## config.mk

```make
export PLATFORM = sky130hd
export DESIGN_NAME = uart_rx
export DESIGN_NICKNAME = d
export VERILOG_FILES = /design/src/rtl/uart_pkg.sv /design/src/rtl/uart_rx_sync.sv /design/src/rtl/uart_rx.sv
export SDC_FILE = /design/constraint.sdc
export NUM_CORES = 1
export LEC_CHECK = 0
export ABC_CLOCK_PERIOD_IN_PS = 1850
export CORE_MARGIN = 2
export CORE_UTILIZATION = 50
export CTS_CLUSTER_DIAMETER = 120
export DETAILED_ROUTE_END_ITERATION = 10
export PLACE_DENSITY = 0.82
export SETUP_SLACK_MARGIN = 0.05
export SYNTH_ARGS = -nofsm -noshare
export SYNTH_HDL_FRONTEND = slang
export SYNTH_HIERARCHICAL = 1
export SYNTH_SLANG_ARGS = --single-unit
```

## constraint.sdc

```tcl
create_clock -name clk -period 1.85 [get_ports clk]
set_input_delay 0.37 -clock clk [delete_from_list [all_inputs] [get_ports clk]]
set_output_delay 0.37 -clock clk [all_outputs]
set_load 0.005 [all_outputs]
```

## src/rtl/uart_pkg.sv

```systemverilog
// Shared UART definitions: receiver state encoding, data width and default bit timing.
package uart_pkg;

  localparam int UART_DATA_BITS    = 8;
  localparam int UART_CLKS_PER_BIT = 868;

  typedef enum logic [2:0] {
    IDLE,
    START,
    DATA,
    PARITY,
    STOP,
    WAIT_HI
  } rx_state_t;

endpackage

```

## src/rtl/uart_rx_sync.sv

```systemverilog
// Two-flop synchronizer for an asynchronous serial line; both stages reset to the idle level 1.
module uart_rx_sync (
  input  logic clk,
  input  logic rst,
  input  logic serial,
  output logic synced
);

  logic meta_reg;
  logic sync_reg;

  always_ff @(posedge clk) begin
    if (rst) begin
      meta_reg <= 1'b1;
      sync_reg <= 1'b1;
    end else begin
      meta_reg <= serial;
      sync_reg <= meta_reg;
    end
  end

  assign synced = sync_reg;

endmodule

```

## src/rtl/uart_rx.sv

```systemverilog
// UART receiver, 8 data bits LSB first, mid-bit sampling, valid/ready byte output.
// Define UART_RX_PARITY_EN to add an even-parity bit between data and stop.
module uart_rx
  import uart_pkg::*;
#(
  parameter int CLKS_PER_BIT = UART_CLKS_PER_BIT
) (
  input  logic                      clk,
  input  logic                      rst,
  input  logic                      rx_i,
  output logic [UART_DATA_BITS-1:0] rx_data,
  output logic                      rx_valid,
  input  logic                      rx_ready,
  output logic                      frame_err,
  output logic                      overrun,
`ifdef UART_RX_PARITY_EN
  output logic                      parity_err,
`endif
  output logic                      busy
);

  localparam int CW = $clog2(CLKS_PER_BIT);
  localparam logic [CW-1:0] HALF_M1 = CW'(CLKS_PER_BIT / 2 - 1);
  localparam logic [CW-1:0] FULL_M1 = CW'(CLKS_PER_BIT - 1);
  localparam logic [2:0]    LAST_BIT = 3'(UART_DATA_BITS - 1);

  logic                      line;
  rx_state_t                 state_reg;
  logic [CW-1:0]             cnt_reg;
  logic [2:0]                bit_idx_reg;
  logic [UART_DATA_BITS-1:0] shift_reg;
  logic                      deliver_reg;
  logic [UART_DATA_BITS-1:0] data_reg;
  logic                      valid_reg;
  logic                      frame_err_reg;
  logic                      overrun_reg;
`ifdef UART_RX_PARITY_EN
  logic                      parity_bit_reg;
  logic                      parity_err_reg;
`endif

  uart_rx_sync u_sync (
    .clk    (clk),
    .rst    (rst),
    .serial (rx_i),
    .synced (line)
  );

  always_ff @(posedge clk) begin
    if (rst) begin
      state_reg     <= IDLE;
      cnt_reg       <= '0;
      bit_idx_reg   <= '0;
      shift_reg     <= '0;
      deliver_reg   <= 1'b0;
      data_reg      <= '0;
      valid_reg     <= 1'b0;
      frame_err_reg <= 1'b0;
      overrun_reg   <= 1'b0;
`ifdef UART_RX_PARITY_EN
      parity_bit_reg <= 1'b0;
      parity_err_reg <= 1'b0;
`endif
    end else begin
      deliver_reg   <= 1'b0;
      frame_err_reg <= 1'b0;
      overrun_reg   <= 1'b0;
`ifdef UART_RX_PARITY_EN
      parity_err_reg <= 1'b0;
`endif
      case (state_reg)
        IDLE: begin
          cnt_reg     <= '0;
          bit_idx_reg <= '0;
          if (!line) state_reg <= START;
        end
        START: begin
          if (cnt_reg == HALF_M1) begin
            cnt_reg   <= '0;
            state_reg <= line ? IDLE : DATA;
          end else begin
            cnt_reg <= cnt_reg + 1'b1;
          end
        end
        DATA: begin
          if (cnt_reg == FULL_M1) begin
            cnt_reg                <= '0;
            shift_reg[bit_idx_reg] <= line;
            bit_idx_reg            <= bit_idx_reg + 1'b1;
            if (bit_idx_reg == LAST_BIT) begin
`ifdef UART_RX_PARITY_EN
              state_reg <= PARITY;
`else
              state_reg <= STOP;
`endif
            end
          end else begin
            cnt_reg <= cnt_reg + 1'b1;
          end
        end
`ifdef UART_RX_PARITY_EN
        PARITY: begin
          if (cnt_reg == FULL_M1) begin
            cnt_reg        <= '0;
            parity_bit_reg <= line;
            state_reg      <= STOP;
          end else begin
            cnt_reg <= cnt_reg + 1'b1;
          end
        end
`endif
        // Returning to IDLE at mid-stop lets an immediately following start bit be caught.
        STOP: begin
          if (cnt_reg == FULL_M1) begin
            cnt_reg <= '0;
            if (line) begin
              state_reg <= IDLE;
`ifdef UART_RX_PARITY_EN
              if (^{shift_reg, parity_bit_reg}) parity_err_reg <= 1'b1;
              else                              deliver_reg    <= 1'b1;
`else
              deliver_reg <= 1'b1;
`endif
            end else begin
              frame_err_reg <= 1'b1;
              state_reg     <= WAIT_HI;
            end
          end else begin
            cnt_reg <= cnt_reg + 1'b1;
          end
        end
        WAIT_HI: begin
          cnt_reg <= '0;
          if (line) state_reg <= IDLE;
        end
        default: begin
          cnt_reg   <= '0;
          state_reg <= IDLE;
        end
      endcase

      // A full holding register that is not being drained keeps its byte; the new one is lost.
      if (deliver_reg) begin
        if (valid_reg && !rx_ready) begin
          overrun_reg <= 1'b1;
        end else begin
          data_reg  <= shift_reg;
          valid_reg <= 1'b1;
        end
      end else if (valid_reg && rx_ready) begin
        valid_reg <= 1'b0;
      end
    end
  end

  assign rx_data   = data_reg;
  assign rx_valid  = valid_reg;
  assign frame_err = frame_err_reg;
  assign overrun   = overrun_reg;
  assign busy      = (state_reg != IDLE);
`ifdef UART_RX_PARITY_EN
  assign parity_err = parity_err_reg;
`endif

endmodule

```

==> results.md, run 1 <==
- Grt total ovfl: 0
- Final Util: 0.697
- Core area: ~0.0033 mm^2
- Seq/Total Area, Yosys: 0.445
- Layout cells sized above 1: 0.327
- ANT cells: 0
- Post-Place Cell Area: 0.00206 mm^2
- Violated checks: negative setup slack
- YS warnings: 6
- H-tree Lvls: 2
- First-pass GRT wire length: 6.40 mm
- Cells after Synth: ~180
- Via/cell ratio: approximately 5.5
- Final Hold Fails: 0
- Mapped Nets: ~180
- Setup violators final: 1
- Fin crit share: 1.01
- # fillers: roughly 240
- Fmax: between 500 and 600 MHz
- Synth Register Bits: 38
- Final Wtd Congestion: slightly below 0.9
- Pwr dens: roughly 860 mW/mm^2
- Peak supply drop: roughly 530 uV
- CTS max path bufs: 2
- Largest net degree at the start of global routing: 14
- Multi-input gate area: around 0.001 mm^2
- Crit-path max FO: 4
- Max Cap Viol: 0
- Tmin final: 1.87 ns
- DR pass1 iterations: 5
- Clock Sinks: 38
- Root Buffer: clkbuf_4
- Data arrival, critical path: roughly 2.1 ns
- Worst-margin pin slew: between 0.5 and 0.6 ns
- Synth cell types: between 40 and 50
- Starting Density: 0.516
- Reg2Reg Setup Slack: -0.02 ns
- RSZ-0062 raised after global routing: true
- Fin nets: roughly 220
- P&R area growth vs syn: 35.2%
- Post-Syn Area: 0.00171 mm^2
- Routed WL: 3.94 mm
- Crit. End Element: flop
- Initial antenna violation count: 0
- Slew Viols, Final: 0
- Drt first-iter violations: 60
- Cell area after layout: ~0.0023 mm^2
- Clock-pin slew of the registers on the worst-case setup and hold paths: between 0.1 and 0.15 ns
- Die Ht: 62.4 um
- Width of the die: around 62 um
- Hold WC Path Type: flop to flop
- Max reg flops: 10
- Crit path largest cell delay: approximately 0.48 ns
- Via count: about 1400
- TritonCTS buffer count: 5
- Status: complete, but fails checks
- Slack of the critical path: -0.0221 ns
- Most common cell after layout, fill and taps aside: dfxtp_1
- Power Total: 0.00198 W
- Syn Area/Cell: between 9 and 10 um^2
- Commonest non-fill, non-tap cells in the layout: dfxtp_1 (30), buf_4 (26), nor2_1 (20)
- Post-synth EDFFs: 0
- Die footprint: 0.00390 mm^2
- Worst slew margin: 0.646
- Pre-CTS setup slack: -0.0818 ns
- Site Rows: 21
- I/O pins: 16
- CTS tree: built
- Primary FF master, synth: dfxtp_1
- Crit path kind: flop to flop
- Slowest-stage cell, CP: or4_4
- Post-route ant nets: 0
- Clock Skew: between 0.01 and 0.015 ns
- Worst Path Required: 2.11 ns
- Asr flop ratio synth: 0
- Leakage: slightly above 0.9 nW
- CP Launch Type: flop
- Vias in the first global route: roughly 1400
- Clk_lat worst skew: approximately 0.36 ns
- Critical path cell sequence: ha_2 > and4bb_2 > a311oi_2 > or4_4 > mux2_4
- Total GRT Usage: 0.208
- Port buffer count: 15
- Post-DP HPWL: approximately 2.6 mm
- Drt drc: 0
- WL/cell: approximately 15 um
- Register area: roughly 780 um^2
[per-stage QoR]
stage,hold WS (ns),setup TNS (ns),instances
5_1_grt,0.467,-0.530,263
6_report,0.429,-0.0221,263
3_5_place_dp,0.400,-0.121,251
2_1_floorplan,0.383,-0.0804,175
3_3_place_gp,0.401,-0.0177,251
4_1_cts,0.432,0,262
[synth_stat cells (2+ instances only)]
| library cell | n | area [um^2] |
|---|---|---|
| mux2i_1 | 17 | 170 |
| nor3b_4 | 2 | 37.5 |
| and4_1 | 2 | 17.5 |
| nor4_1 | 3 | 18.8 |
| ha_1 | 4 | 50.1 |
| nand4_1 | 4 | 25.0 |
| dfxtp_1 | 38 | 761 |
| inv_1 | 4 | 15.0 |
| a21oi_1 | 4 | 20.0 |
| clkbuf_1 | 8 | 30.0 |
| nand2b_1 | 2 | 12.5 |
| or2_2 | 2 | 12.5 |
| or2_1 | 2 | 12.5 |
| nor2_1 | 21 | 78.8 |
| xor2_1 | 5 | 43.8 |
| nand2_1 | 18 | 67.6 |
| nand4b_1 | 3 | 26.3 |
| nor4b_1 | 4 | 35.0 |
| xnor2_1 | 4 | 35.0 |
| nand3_1 | 5 | 25.0 |
[final timing paths]
check                       start             to  cells after the start
hold / removal    u_sync/meta_reg  u_sync/synced                      1
setup reg to reg       cnt_reg[0]   state_reg[0]                      5
setup / recovery       cnt_reg[0]   state_reg[0]                      5
hold reg to reg   u_sync/meta_reg  u_sync/synced                      1
[cells by family (layout without fill, tap and decap cells)]
logic type / Yosys count / in the layout / synth area share
adders and majority gates: 5 / 5 / 0.0352
DFF: 38 / 38 / 0.445
xor gates and xnor gates: 9 / 9 / 0.0462
AOI/OAI and AO/OA: 13 / 13 / 0.0608
buffers and inverters: 14 / 56 / 0.0359
and+or+nand+nor: 78 / 78 / 0.268
muxes: 18 / 18 / 0.108
[repair_timing]
item / CTS / global route
setup endpoints to repair: 7 / 17
hold buffers: 0 / 0
pin swaps: 4 / 1
resized for setup: 15 / 20
setup buffers: 3 / 1
[per-layer routing]
layer | GRT usage | share of wire | vias up
met2 | 0.368 | 0.53 | 40
met3 | 0.0577 | 0.038 | 13
met4 | 0.0917 | 0.033 | 0
met1 | 0.232 | 0.40 | 694
met5 | 0 | 0 | -
li1 | - | - | 702
[layout make-up]
class | instances | area share
clock buffer | 5 | 0.0163
clock inverter | 3 | 0.0195
inverter | 4 | 0.00650
multi-input combinational | 123 | 0.435
sequential | 38 | 0.336
tap | 46 | 0.0249
timing repair buffer | 44 | 0.162
[power by group]
| group | total [W] | switching, W | internal [W] |
|---|---|---|---|
| clock network | 0.000582 | 0.000299 | 0.000283 |
| logic | 0.000523 | 0.000223 | 0.000300 |
| registers | 0.000873 | 0.0000240 | 0.000849 |
[critical path: cells and delay by family, from the launching register on]
kind | cells | cell delay, ns
multiplexers | 1 | 0.31
AND/OR/NAND/NOR | 2 | 0.76
flip-flops | 1 | 0.39
AO/OA/AOI/OAI | 1 | 0.15
adder cells (fa/ha/maj) | 1 | 0.17
(Power assumes the default switching activity.)
==> run 2, diff against run 1 <==
--- a/config.mk
+++ b/config.mk
@@ -6,12 +6,12 @@
 export NUM_CORES = 1
 export LEC_CHECK = 0
 export ABC_CLOCK_PERIOD_IN_PS = 1850
-export CORE_MARGIN = 2
 export CORE_UTILIZATION = 50
 export CTS_CLUSTER_DIAMETER = 120
 export DETAILED_ROUTE_END_ITERATION = 10
 export PLACE_DENSITY = 0.82
 export SETUP_SLACK_MARGIN = 0.05
+export SKIP_LAST_GASP = 1
 export SYNTH_ARGS = -nofsm -noshare
 export SYNTH_HDL_FRONTEND = slang
 export SYNTH_HIERARCHICAL = 1
==> results.md, run 2 (same netlist as run 1, synthesis figures left out) <==
- Int Power: 0.00165 W (+15%)
- Core area: 0.00315 mm^2 (-4.8%)
- Crit-path max FO: 3 (-1)
- Pwr dens: 939 mW/mm^2 (+9.6%)
- Die footprint: 0.00365 mm^2 (-6.3%)
- Logic pwr share: 0.272 (+0.008)
- Reg2reg end: state_reg[0]
- Grt total ovfl: 0 (unchanged)
- Final Hold Fails: 0 (unchanged)
- Hold WC Path Type: flop to flop
- Power share of the sequential group: 0.393 (-0.048)
- TritonCTS buffer count: 5 (unchanged)
- Violated checks: negative setup slack
- Via count: 1510 (+4.2%)
- Setup violators final: 4 (+3)
- Vias in the first global route: 1519 (+5.4%)
- Clock-pin slew of the registers on the worst-case setup and hold paths: 0.12 ns (about the same)
- RSZ-0062 raised after global routing: true
- Leakage: 0.953 nW (+5.3%)
- Total GRT Usage: 0.239 (+0.0310)
- Final Util: 0.749 (+0.0515)
- Power Total: 0.00222 W (+12%)
- Fmax: 533 MHz (-0.26%)
- Crit path kind: flop to flop
- CP Buf/Inv Count: 0 (unchanged)
- Initial antenna violation count: 0 (unchanged)
- Slew Viols, Final: 0 (unchanged)
- Largest net degree at the start of global routing: 13 (-1)
- Post-route ant nets: 0 (unchanged)
- Worst Hold Path EP: u_sync/synced
- Crit. End Element: flop
- Root Buffer: clkbuf_4
- Max Cap Viol: 0 (unchanged)
- ANT cells: 0 (unchanged)
- Status: complete, but fails checks
- Peak supply drop: 824 uV (+56%)
- CTS max path bufs: 2 (unchanged)
- DR pass1 iterations: 4 (-1)
- Final hold slack: 0.444 ns (+0.0148 ns)
- I/O pins: 16 (unchanged)
- Data arrival, critical path: 2.14 ns (about the same)
- Tmin final: 1.88 ns (+0.00481 ns)
- Port buffer count: 15 (unchanged)
- Drt drc: 0 (unchanged)
- Worst slew margin: 0.719 (+0.0734)
- Die Ht: 60.4 um (-3.2%)
- Max reg flops: 10 (unchanged)
- Routed WL: 4.33 mm (+9.9%)
- Clk_lat worst skew: 0.36 ns (about the same)
- Worst Path Required: 2.11 ns (about the same)
- Psw: 0.000566 W (+3.8%)
- Critical path cell sequence: or3_4 > nor3b_4 > or4_4 > mux2_4
- Fin nets: 227 (+1.3%)
- Setup TNS: -0.0497 ns (-0.0276 ns)
- Most common cell after layout, fill and taps aside: dfxtp_1
- Top delay family on crit path: simple AND/OR/NAND/NOR gates
- Clock Skew: 0.0130 ns (+0.00258 ns)
- Drt first-iter violations: 120 (+100%)
- Fin crit share: 1.01 (+0.00260)
- Site Rows: 20 (-4.8%)
- Width of the die: 60.4 um (-3.2%)
- Post-DP HPWL: 2.52 mm (-2.4%)
- Via/cell ratio: 5.72 (+3.8%)
- Commonest non-fill, non-tap cells in the layout: dfxtp_1 (31), buf_4 (27), nor2_1 (21)
- Layout cells sized above 1: 0.327 (about the same)
- Slowest-stage cell, CP: or4_4
- # fillers: 217 (-8.1%)
- Reg2Reg Setup Slack: -0.03 ns (about the same)
- Worst-margin pin slew: 0.410 ns (-0.107 ns)
- First-pass GRT wire length: 6.32 mm (-1.2%)
- Worst reg2reg path depth: 4 (-1)
- Final Wtd Congestion: 0.772 (-11%)
- P&R area growth vs syn: 38.2%
- Hold path start: u_sync/meta_reg
- Slack of the critical path: -0.0269 ns (-0.00481 ns)
- CP Launch Type: flop
- RR Startpoint: state_reg[1]
- CTS tree: built
- CP Depth: 4 (-1)
- Sw Share: 0.255 (-0.0204)
- Pre-CTS setup slack: -0.108 ns (-0.0258 ns)
- Starting Density: 0.542 (+0.0258)
- Clock group share of total power: 0.335 (+0.041)
- H-tree Lvls: 2 (unchanged)
- Clock Sinks: 38 (unchanged)
- WHS Path Cells: 1 (unchanged)
- WL/cell: 16.4 um (+9.5%)
- Crit path largest cell delay: 0.53 ns (+0.05 ns)
-- run 2: changes by cell type in the layout (fill, tap and decap cells not counted), sizes merged --
cell	change
buf	+3
bufinv	+1
clkinvlp	-2
clkbuf	+1
-- run 2: repair_timing --
item | in CTS | in global routing
pin swaps | 4 | 3
cloned | 0 | 1
setup buffers | 7 | 1
hold buffers | 0 | 0
setup endpoints to repair | 4 | 18
resized for setup | 15 | 24
-- run 2: through the flow --
stage / instance area (um^2) / std cells
final: 2360 / 264
after global routing: 2360 / 264
after CTS: 2250 / 262
after detailed placement: 2040 / 247
after global placement: 2040 / 247
after floorplan: 1710 / 175
-- run 2: layout make-up --
cell class | count | area, um^2 | area share
multi-input combinational | 123 | 1000 | 0.425
sequential | 38 | 772 | 0.327
timing repair buffer | 47 | 404 | 0.171
clock inverter | 2 | 60.1 | 0.0254
tap | 44 | 55.1 | 0.0233
clock buffer | 6 | 51.3 | 0.0217
inverter | 4 | 15.0 | 0.00636
-- run 2: worst register-to-register path: cells and delay by family, from the launching register on --
family | cells | cell delay, ns
flops | 1 | 0.36
mux | 1 | 0.32
simple gates | 3 | 1.10
-- run 2: worst max path at each step --
stage,startpoint,end
CTS,state_reg[0],busy
floorplan,state_reg[1],state_reg[0]
global placement,cnt_reg[0],state_reg[0]
global route,cnt_reg[1],state_reg[0]
detailed placement,cnt_reg[1],state_reg[0]
finish,state_reg[1],state_reg[0]
-- run 2: metal layers --
metal,part of all wire,vias to the layer above,GRT usage
li1,-,708,-
met1,0.40,728,0.242
met2,0.50,52,0.421
met3,0.044,22,0.0853
met4,0.048,0,0.143
met5,0,-,0
-- run 2: power by group through the flow --
stage	Clock [W]	Combinational, W	Sequential [W]
finish	0.000744	0.000602	0.000871
global route	0.000782	0.000638	0.000875
CTS	0.000750	0.000467	0.000863
detailed placement	0	0.000410	0.000878
global placement	0	0.000389	0.000876
floorplan	0	0.000244	0.000879
==> run 3, diff against run 2 <==
--- a/config.mk
+++ b/config.mk
@@ -6,7 +6,9 @@
 export NUM_CORES = 1
 export LEC_CHECK = 0
 export ABC_CLOCK_PERIOD_IN_PS = 1850
-export CORE_UTILIZATION = 50
+export CELL_PAD_IN_SITES_DETAIL_PLACEMENT = 1
+export CELL_PAD_IN_SITES_GLOBAL_PLACEMENT = 2
+export CORE_UTILIZATION = 32
 export CTS_CLUSTER_DIAMETER = 120
 export DETAILED_ROUTE_END_ITERATION = 10
 export PLACE_DENSITY = 0.82
==> results.md, run 3 (same netlist as run 1, synthesis figures left out) <==
- Core area: 0.00511 mm^2 (+62%)
- Critical path cell sequence: or3_4 > nor3b_4 > or4_4 > mux2_4
- Total GRT Usage: 0.164 (-0.0748)
- RR Startpoint: state_reg[0]
- CP Launch Type: flop
- Vias in the first global route: 1449 (-4.6%)
- Top delay family on crit path: simple AND/OR/NAND/NOR gates
- Status: complete, but fails checks
- Violated checks: negative setup slack
- Crit. End Element: flop
- CTS max path bufs: 2 (unchanged)
- Register area: 774 um^2 (+0.32%)
- Tmin final: 1.87 ns (-0.00848 ns)
- Port buffer count: 15 (unchanged)
- Grt total ovfl: 0 (unchanged)
- Final hold slack: 0.419 ns (-0.0248 ns)
- First-pass GRT wire length: 6.87 mm (+8.6%)
- Multi-input gate area: 0.00101 mm^2 (+0.25%)
- Worst-margin pin slew: 0.418 ns (+0.00797 ns)
- H-tree Lvls: 2 (unchanged)
- Fmax: 535 MHz (+0.45%)
- Peak supply drop: 347 uV (-58%)
- Clk_lat worst skew: 0.28 ns (-0.08 ns)
- Slowest-stage cell, CP: or4_4
- Dpl cells: 276 (+12%)
- Crit path kind: flop to flop
- Clock Skew: 0.00752 ns (-0.00544 ns)
- Fin nets: 228 (+0.44%)
- Setup violators final: 1 (-3)
- Drt drc: 0 (unchanged)
- Final Util: 0.476 (-0.273)
- Clock-pin slew of the registers on the worst-case setup and hold paths: 0.08 ns (-0.04 ns)
- Initial antenna violation count: 0 (unchanged)
- Post-route ant nets: 0 (unchanged)
- Pre-CTS setup slack: -0.0889 ns (+0.0188 ns)
- Slack of the critical path: -0.0184 ns (+0.00848 ns)
- Root Buffer: clkbuf_8
- Drt first-iter violations: 27 (-78%)
- Largest net degree at the start of global routing: 13 (unchanged)
- Via/cell ratio: 4.90 (-14%)
- I/O pins: 16 (unchanged)
- WHS Path Cells: 1 (unchanged)
- DR pass1 iterations: 4 (unchanged)
- Worst slew margin: 0.714 (-0.00545)
- Leakage: 0.974 nW (+2.2%)
- Post-DP HPWL: 3.15 mm (+25%)
- Commonest non-fill, non-tap cells in the layout: dfxtp_1 (31), buf_4 (31), nor2_1 (20)
- CP Launch Point: state_reg[0]
- Final Hold Fails: 0 (unchanged)
- Final Wtd Congestion: 0.814 (+5.5%)
- CTS tree: built
- Non-filler cells, final: 291 (+10%)
- Hold WC Path Type: flop to flop
- Site Rows: 26 (+30%)
- P&R area growth vs syn: 42.3%
- CP Buf/Inv Count: 0 (unchanged)
- Max reg flops: 10 (unchanged)
- Die Ht: 75.1 um (+24%)
- # fillers: 579 (+170%)
- Starting Density: 0.334 (-0.207)
- Reg2reg end: state_reg[0]
- Worst reg2reg path depth: 4 (unchanged)
- WL/cell: 15.2 um (-7.5%)
- Routed WL: 4.42 mm (+2.0%)
- Hold path start: u_sync/meta_reg
- Max Cap Viol: 0 (unchanged)
- Reg2Reg Setup Slack: -0.02 ns (about the same)
- Layout cells sized above 1: 0.330 (+0.00304)
- Setup TNS: -0.0184 ns (+0.0313 ns)
- Data arrival, critical path: 2.04 ns (-0.10 ns)
- TritonCTS buffer count: 5 (unchanged)
- Slew Viols, Final: 0 (unchanged)
- Worst Hold Path EP: u_sync/synced
- Width of the die: 75.1 um (+24%)
- Crit path largest cell delay: 0.55 ns (+0.02 ns)
- Clock Sinks: 38 (unchanged)
- RSZ-0062 raised after global routing: true
- Pwr dens: 944 mW/mm^2 (+0.55%)
- Crit-path max FO: 3 (unchanged)
- Via count: 1425 (-5.6%)
- Die footprint: 0.00563 mm^2 (+54%)
- ANT cells: 0 (unchanged)
- Fin crit share: 1.01 (-0.00458)
- Worst Path Required: 2.03 ns (-0.08 ns)
==> run 3: per-stage QoR <==
step / cell area, um^2 / total power, W
after floorplan: 1710 / 0.00112
after global placement: 2100 / 0.00129
after detailed placement: 2100 / 0.00131
after CTS: 2340 / 0.00221
after global routing: 2430 / 0.00240
final: 2430 / 0.00229
==> run 3: how the worst max path moves through the flow <==
stage / endpoint / slack [ns] / cells past startpoint
after floorplan: state_reg[0] / -0.08 / 6
after global placement: state_reg[0] / -0.03 / 6
after detailed placement: state_reg[0] / -0.09 / 6
after CTS: shift_reg[0] / -0.04 / 6
after global routing: shift_reg[0] / -0.04 / 7
final: state_reg[0] / -0.02 / 4
==> run 3: area by class of cell <==
type                    instances  share of cell area
clock buffers                   6              0.0340
clock inverters                 2              0.0247
inverters                       4             0.00618
repair buffers                 48               0.166
flip-flops and latches         38               0.319
well taps                      70              0.0360
multi-input cells             123               0.414
==> run 3: repair_timing <==
action	4_1_cts	5_1_grt
hold buffers	0	0
endpoints found under the setup margin	13	22
setup buffers	4	2
cloned	0	1
pin swaps	5	3
gates resized for setup	18	16
==> run 3: report_power, final <==
part / internal [W] / switching (W) / leakage (nW)
combinational: 0.000315 / 0.000241 / 0.591
sequential: 0.000849 / 0.0000250 / 0.311
clock: 0.000575 / 0.000289 / 0.0714
==> run 3: worst reg2reg max path, cell delays in order (launching register included) <==
cell and delay, ns:
dfxtp_2 0.33, or3_4 0.39, nor3b_4 0.17, or4_4 0.55, mux2_4 0.32
==> run 3: layer usage <==
| metal | global-route usage | share of wire | routed length [um] |
|---|---|---|---|
| met1 | 0.173 | 0.40 | 1750 |
| met2 | 0.321 | 0.56 | 2490 |
| met3 | 0.0442 | 0.025 | 111 |
| met4 | 0.0377 | 0.015 | 68 |
| met5 | 0 | 0 | 0 |
